===== src/rtl/gray_conv_arbiter.sv =====
// Round-robin arbiter sharing one Gray-code converter between N_REQ
// requesters. One request is granted per cycle; the converted value is
// held in a result register with the requester ID until it is consumed.
module gray_conv_arbiter #(
    parameter int N_REQ = 4,
    parameter int W     = 8,
    parameter int IDW   = 2
) (
    input  logic               clk,
    input  logic               rst_n,
    input  logic [N_REQ-1:0]   req_valid,
    input  logic [N_REQ-1:0]   req_mode,
    input  logic [N_REQ*W-1:0] req_data,
    output logic [N_REQ-1:0]   req_ready,
    output logic               res_valid,
    input  logic               res_ready,
    output logic [W-1:0]       res_data,
    output logic [IDW-1:0]     res_id,
    output logic               res_mode,
    output logic               busy
);

    typedef enum logic {
        EMPTY = 1'b0,
        FULL  = 1'b1
    } state_t;

    state_t           state;
    logic [IDW-1:0]   ptr;

    logic             can_accept;
    logic             grant_found;
    logic             grant;
    logic [IDW-1:0]   grant_idx;
    logic [N_REQ-1:0] grant_vec;
    logic [W-1:0]     grant_data;
    logic             grant_mode;
    int               idx;

    // mode 0: binary->Gray, mode 1: Gray->binary; width is preserved
    function automatic logic [W-1:0] gray_conv(input logic [W-1:0] v,
                                               input logic         mode);
        logic [W-1:0] r;
        if (!mode) begin
            r = v ^ (v >> 1);
        end else begin
            r[W-1] = v[W-1];
            for (int j = W - 2; j >= 0; j--) begin
                r[j] = r[j+1] ^ v[j];
            end
        end
        return r;
    endfunction

    // Search requesters starting at ptr and wrapping; first valid one wins
    always_comb begin
        can_accept  = (state == EMPTY) || (res_valid && res_ready);
        grant_found = 1'b0;
        grant_idx   = '0;
        grant_vec   = '0;
        grant_data  = '0;
        grant_mode  = 1'b0;
        idx         = 0;
        for (int k = 0; k < N_REQ; k++) begin
            idx = int'(ptr) + k;
            if (idx >= N_REQ) begin
                idx = idx - N_REQ;
            end
            if (!grant_found && req_valid[idx]) begin
                grant_found    = 1'b1;
                grant_idx      = IDW'(idx);
                grant_vec[idx] = 1'b1;
                grant_data     = req_data[idx*W +: W];
                grant_mode     = req_mode[idx];
            end
        end
        // Held off during reset so nothing is accepted while rst_n is low
        grant     = rst_n && can_accept && grant_found;
        req_ready = grant ? grant_vec : '0;
        busy      = res_valid || (|req_valid);
    end

    // Result register, state and round-robin pointer
    always_ff @(posedge clk or negedge rst_n) begin
        if (!rst_n) begin
            state     <= EMPTY;
            ptr       <= '0;
            res_valid <= 1'b0;
            res_data  <= '0;
            res_id    <= '0;
            res_mode  <= 1'b0;
        end else if (grant) begin
            // Refill (possibly draining the previous result on the same edge)
            state     <= FULL;
            res_valid <= 1'b1;
            res_data  <= gray_conv(grant_data, grant_mode);
            res_id    <= grant_idx;
            res_mode  <= grant_mode;
            ptr       <= (grant_idx == IDW'(N_REQ - 1)) ? '0 : grant_idx + 1'b1;
        end else if (res_valid && res_ready) begin
            // Drain only; payload keeps its last value
            state     <= EMPTY;
            res_valid <= 1'b0;
        end
    end

endmodule


===== config.mk =====
export PLATFORM = sky130hd
export DESIGN_NAME = gray_conv_arbiter
export DESIGN_NICKNAME = d
export VERILOG_FILES = /design/src/rtl/gray_conv_arbiter.sv
export SDC_FILE = /design/constraint.sdc
export NUM_CORES = 1
export LEC_CHECK = 0
export ABC_AREA = 0
export CORE_UTILIZATION = 56
export CTS_CLUSTER_SIZE = 8
export DETAILED_ROUTE_END_ITERATION = 8
export GPL_TIMING_DRIVEN = 0
export MAX_ROUTING_LAYER = met4
export PLACE_DENSITY = 0.92
export SYNTH_ARGS = -nofsm -noshare
export SYNTH_HDL_FRONTEND = slang
export SYNTH_SLANG_ARGS = --single-unit

===== constraint.sdc =====
create_clock -name clk -period 6 [get_ports clk]
set_input_delay 1.8 -clock clk [delete_from_list [all_inputs] [get_ports clk]]
set_output_delay 1.8 -clock clk [all_outputs]
set_load 0.01 [all_outputs]

==> metrics <==
# DRC 0; Die Span Y 69.76 µm; Least-Margin Pin Slew 803.3 ps; area share of xor/xnor cells in the synthesized design 4.623%; vias in the first global route 2650; Max Buffers Root-to-Sink 2; Max VDD drop 338.2 µV; Rows 24; CTS tree built; final non-filler cell total 399; initial antenna violation count 0; Max Clock Skew 0.9360 ps; compound-gate portion of the synthesized area 17.62%; starting density of the core 58.65%; fin nets 399; layout cells sized above 1 approximately a fifth; final hold violation count 0; multiplexer share of the synthesized area a little over a third; GRT Util Overall 33.09%; Main synth FF type dfrtp_1; maxcap violations 0; DP Wirelength 5.634 mm; Layout fillers 290; Crit path required time around 4200 ps; largest family of logic cells by synthesized area multiplexers; outcome finished clean; largest net degree at the start of global routing 18; Final TNS setup 0 ps; Hold Path Class flip-flop to flip-flop; number of diodes 0; Synth Area in Simple Gates 18.98%; post-synth top area cell mux4_2; DRT Wirelength 7.723 mm; die span in x 69.76 µm; count of different cell masters after synthesis 55; Avg Inst Size Synth 9.216 µm²; Core Util, Final roughly three quarters; Fmax 168.3 MHz; crit end category output port; clock latency on the worst-skew pair 240 ps; synth warn 0; CTS Root Cell clkbuf_8; clk slew on worst S/H paths 60 ps; ys async rst share 100.0%; CTS sink cnt 14; 1st-iter DRT viols 194; Tcrit/Tclk final 99.05%; port bufs between 50 and 60; Startpoint Class input port; Post-Synth Adder-Cell Area under 10%; placed insts just under 400; post-DR vias/cell 6.950; die area 4866 µm²; Hold Slack 485.2 ps; EDFF count, synth 0; Area growth, synth to finish 30.90%; pwr dens about 660 nW/µm²; relative slew slack 46.45%; leakage 0.001339 µW; gr ovfl total 0; post-layout minimum cycle time roughly 6000 ps; Tot Pwr 2223 µW; Synth Register Bits 14; Final Setup Violations 0; WL per Instance 19.36 µm; Netlist Area Pre-Place 2571 µm²; first-pass iteration count of the detailed router 4; Slew Limit Fails 0; register area share after synthesis 13.63%; total CTS buffers 3; Final Wtd Congestion 0.9689; Yosys top cell area share 23.65%; first-pass GRT wire length about 13 mm; kind of critical path input port to output port; H-Tree Depth 1; vias 2773; antenna-violating nets left 0; # IOs 60; Worst EP arrival 4140 ps; CP max FO 10; core area 4384 µm²; Cells after Synth between 200 and 300; top cells by area, synth mux4_2 (24%), dfrtp_1 (14%), mux2i_1 (11%), nand2_1 (6.4%), ha_1 (3.9%); synthesized net count 330; hold buffer count at cts 0
==> metrics by stage <==
stage	setup slack [ps]	area [µm²]
after global placement	-333.5	3217
after floorplan	836.9	2571
after global routing	-7.168	3366
final	56.92	3366
after CTS	38.25	3341
after detailed placement	-422.7	3217
==> report_power, final <==
group | total (µW) | switching (µW) | leakage (µW) | internal, µW
Combinational | 1960 | 1000 | 0.00114 | 954
Sequential | 173 | 30.9 | 0.000171 | 142
Clock | 91.9 | 33.8 | 0.0000288 | 58.1
Total | 2220 | 1070 | 0.00134 | 1150
==> synth_stat cells, types with 2 or more instances <==
| master | number |
|---|---|
| a211o_1 | 2 |
| a211oi_1 | 2 |
| a21boi_0 | 2 |
| a21oi_1 | 6 |
| a221oi_1 | 2 |
| a22oi_1 | 7 |
| a31oi_1 | 2 |
| a32oi_1 | 5 |
| and2_1 | 2 |
| buf_2 | 7 |
| buf_4 | 5 |
| buf_6 | 2 |
| clkbuf_1 | 11 |
| dfrtp_1 | 14 |
| ha_1 | 8 |
| inv_1 | 2 |
| mux2i_1 | 29 |
| mux4_2 | 27 |
| nand2_1 | 44 |
| nand2b_1 | 6 |
| nand3_1 | 14 |
| nand3b_1 | 2 |
| nand4_1 | 3 |
| nor2_1 | 12 |
| nor2b_1 | 2 |
| o211a_1 | 2 |
| o211ai_1 | 4 |
| o21ai_0 | 9 |
| o22ai_1 | 8 |
| o31ai_1 | 2 |
| or2_2 | 4 |
| or3_1 | 2 |
| xnor2_1 | 8 |
==> cells in the final DEF (no fill, tap or decap), types with 9 or more instances in the layout <==
master and count:
buf_4 12, clkdlybuf4s50_1 53, dfrtp_1 14, mux2i_1 29, mux4_2 27, nand2_1 44
nand3_1 13, nor2_1 12, o21ai_0 9
==> cell type report <==
cell class	count	area, µm²	area share, %
multi-input cells	236	2095	62.23
repair buffers	66	639.4	19.00
flip-flops and latches	14	350.3	10.41
plain buffers	24	150.1	4.461
well taps	52	65.06	1.933
clock buffers	4	55.05	1.636
inverters	3	11.26	0.3346
==> per-layer routing <==
metal / track usage [%] / routed length (µm) / vias to the layer above
met5: - / 0 / -
met4: 9.333 / 225 / 0
li1: - / - / 1221
met2: 54.17 / 3852 / 185
met3: 7.849 / 723 / 30
met1: 40.90 / 2922 / 1337
==> path summary, 6_finish.rpt <==
kind | slack, ps | startpoint | cells after the start | endpoint
min in group asynchronous | 2000 | rst_n | 1 | res_data[4]
max in group asynchronous | 3540 | rst_n | 1 | res_data[7]
max reg2reg | 1110 | ptr[1] | 12 | res_data[2]
min reg2reg | 490 | res_mode | 2 | res_mode
max | 60 | req_valid[1] | 9 | req_ready[3]
min | 490 | res_mode | 2 | res_mode
==> sequential cells by signal, summed over array words and instances (netlist names) <==
name / flops
res_data: 8
ptr: 2
res_id: 2
res_mode: 1
state: 1
==> kinds of logic (layout without fill, tap and decap cells) <==
| group | after synthesis | count (layout) |
|---|---|---|
| flops | 14 | 14 |
| simple gates | 98 | 98 |
| compound gates | 63 | 63 |
| buf+inv | 29 | 97 |
| mux | 57 | 57 |
| xor+xnor | 10 | 10 |
| fa+ha+maj | 8 | 8 |
==> worst max-delay path, cell delays in order <==
cell and delay (ps):
clkdlybuf4s50_1 560, mux4_2 590, nor2b_2 210, clkbuf_4 210, a22oi_1 170, nor2_1 70
a221oi_2 180, nor2_1 50, dlygate4sd2_1 290
==> repair_timing <==
| item | CTS | global route |
|---|---|---|
| setup buffers | 7 | 1 |
| setup endpoints to repair | 4 | 4 |
| resized for setup | 13 | 5 |
| pin swaps | 1 | 1 |
Note: power is estimated with default switching activity, not from simulation.
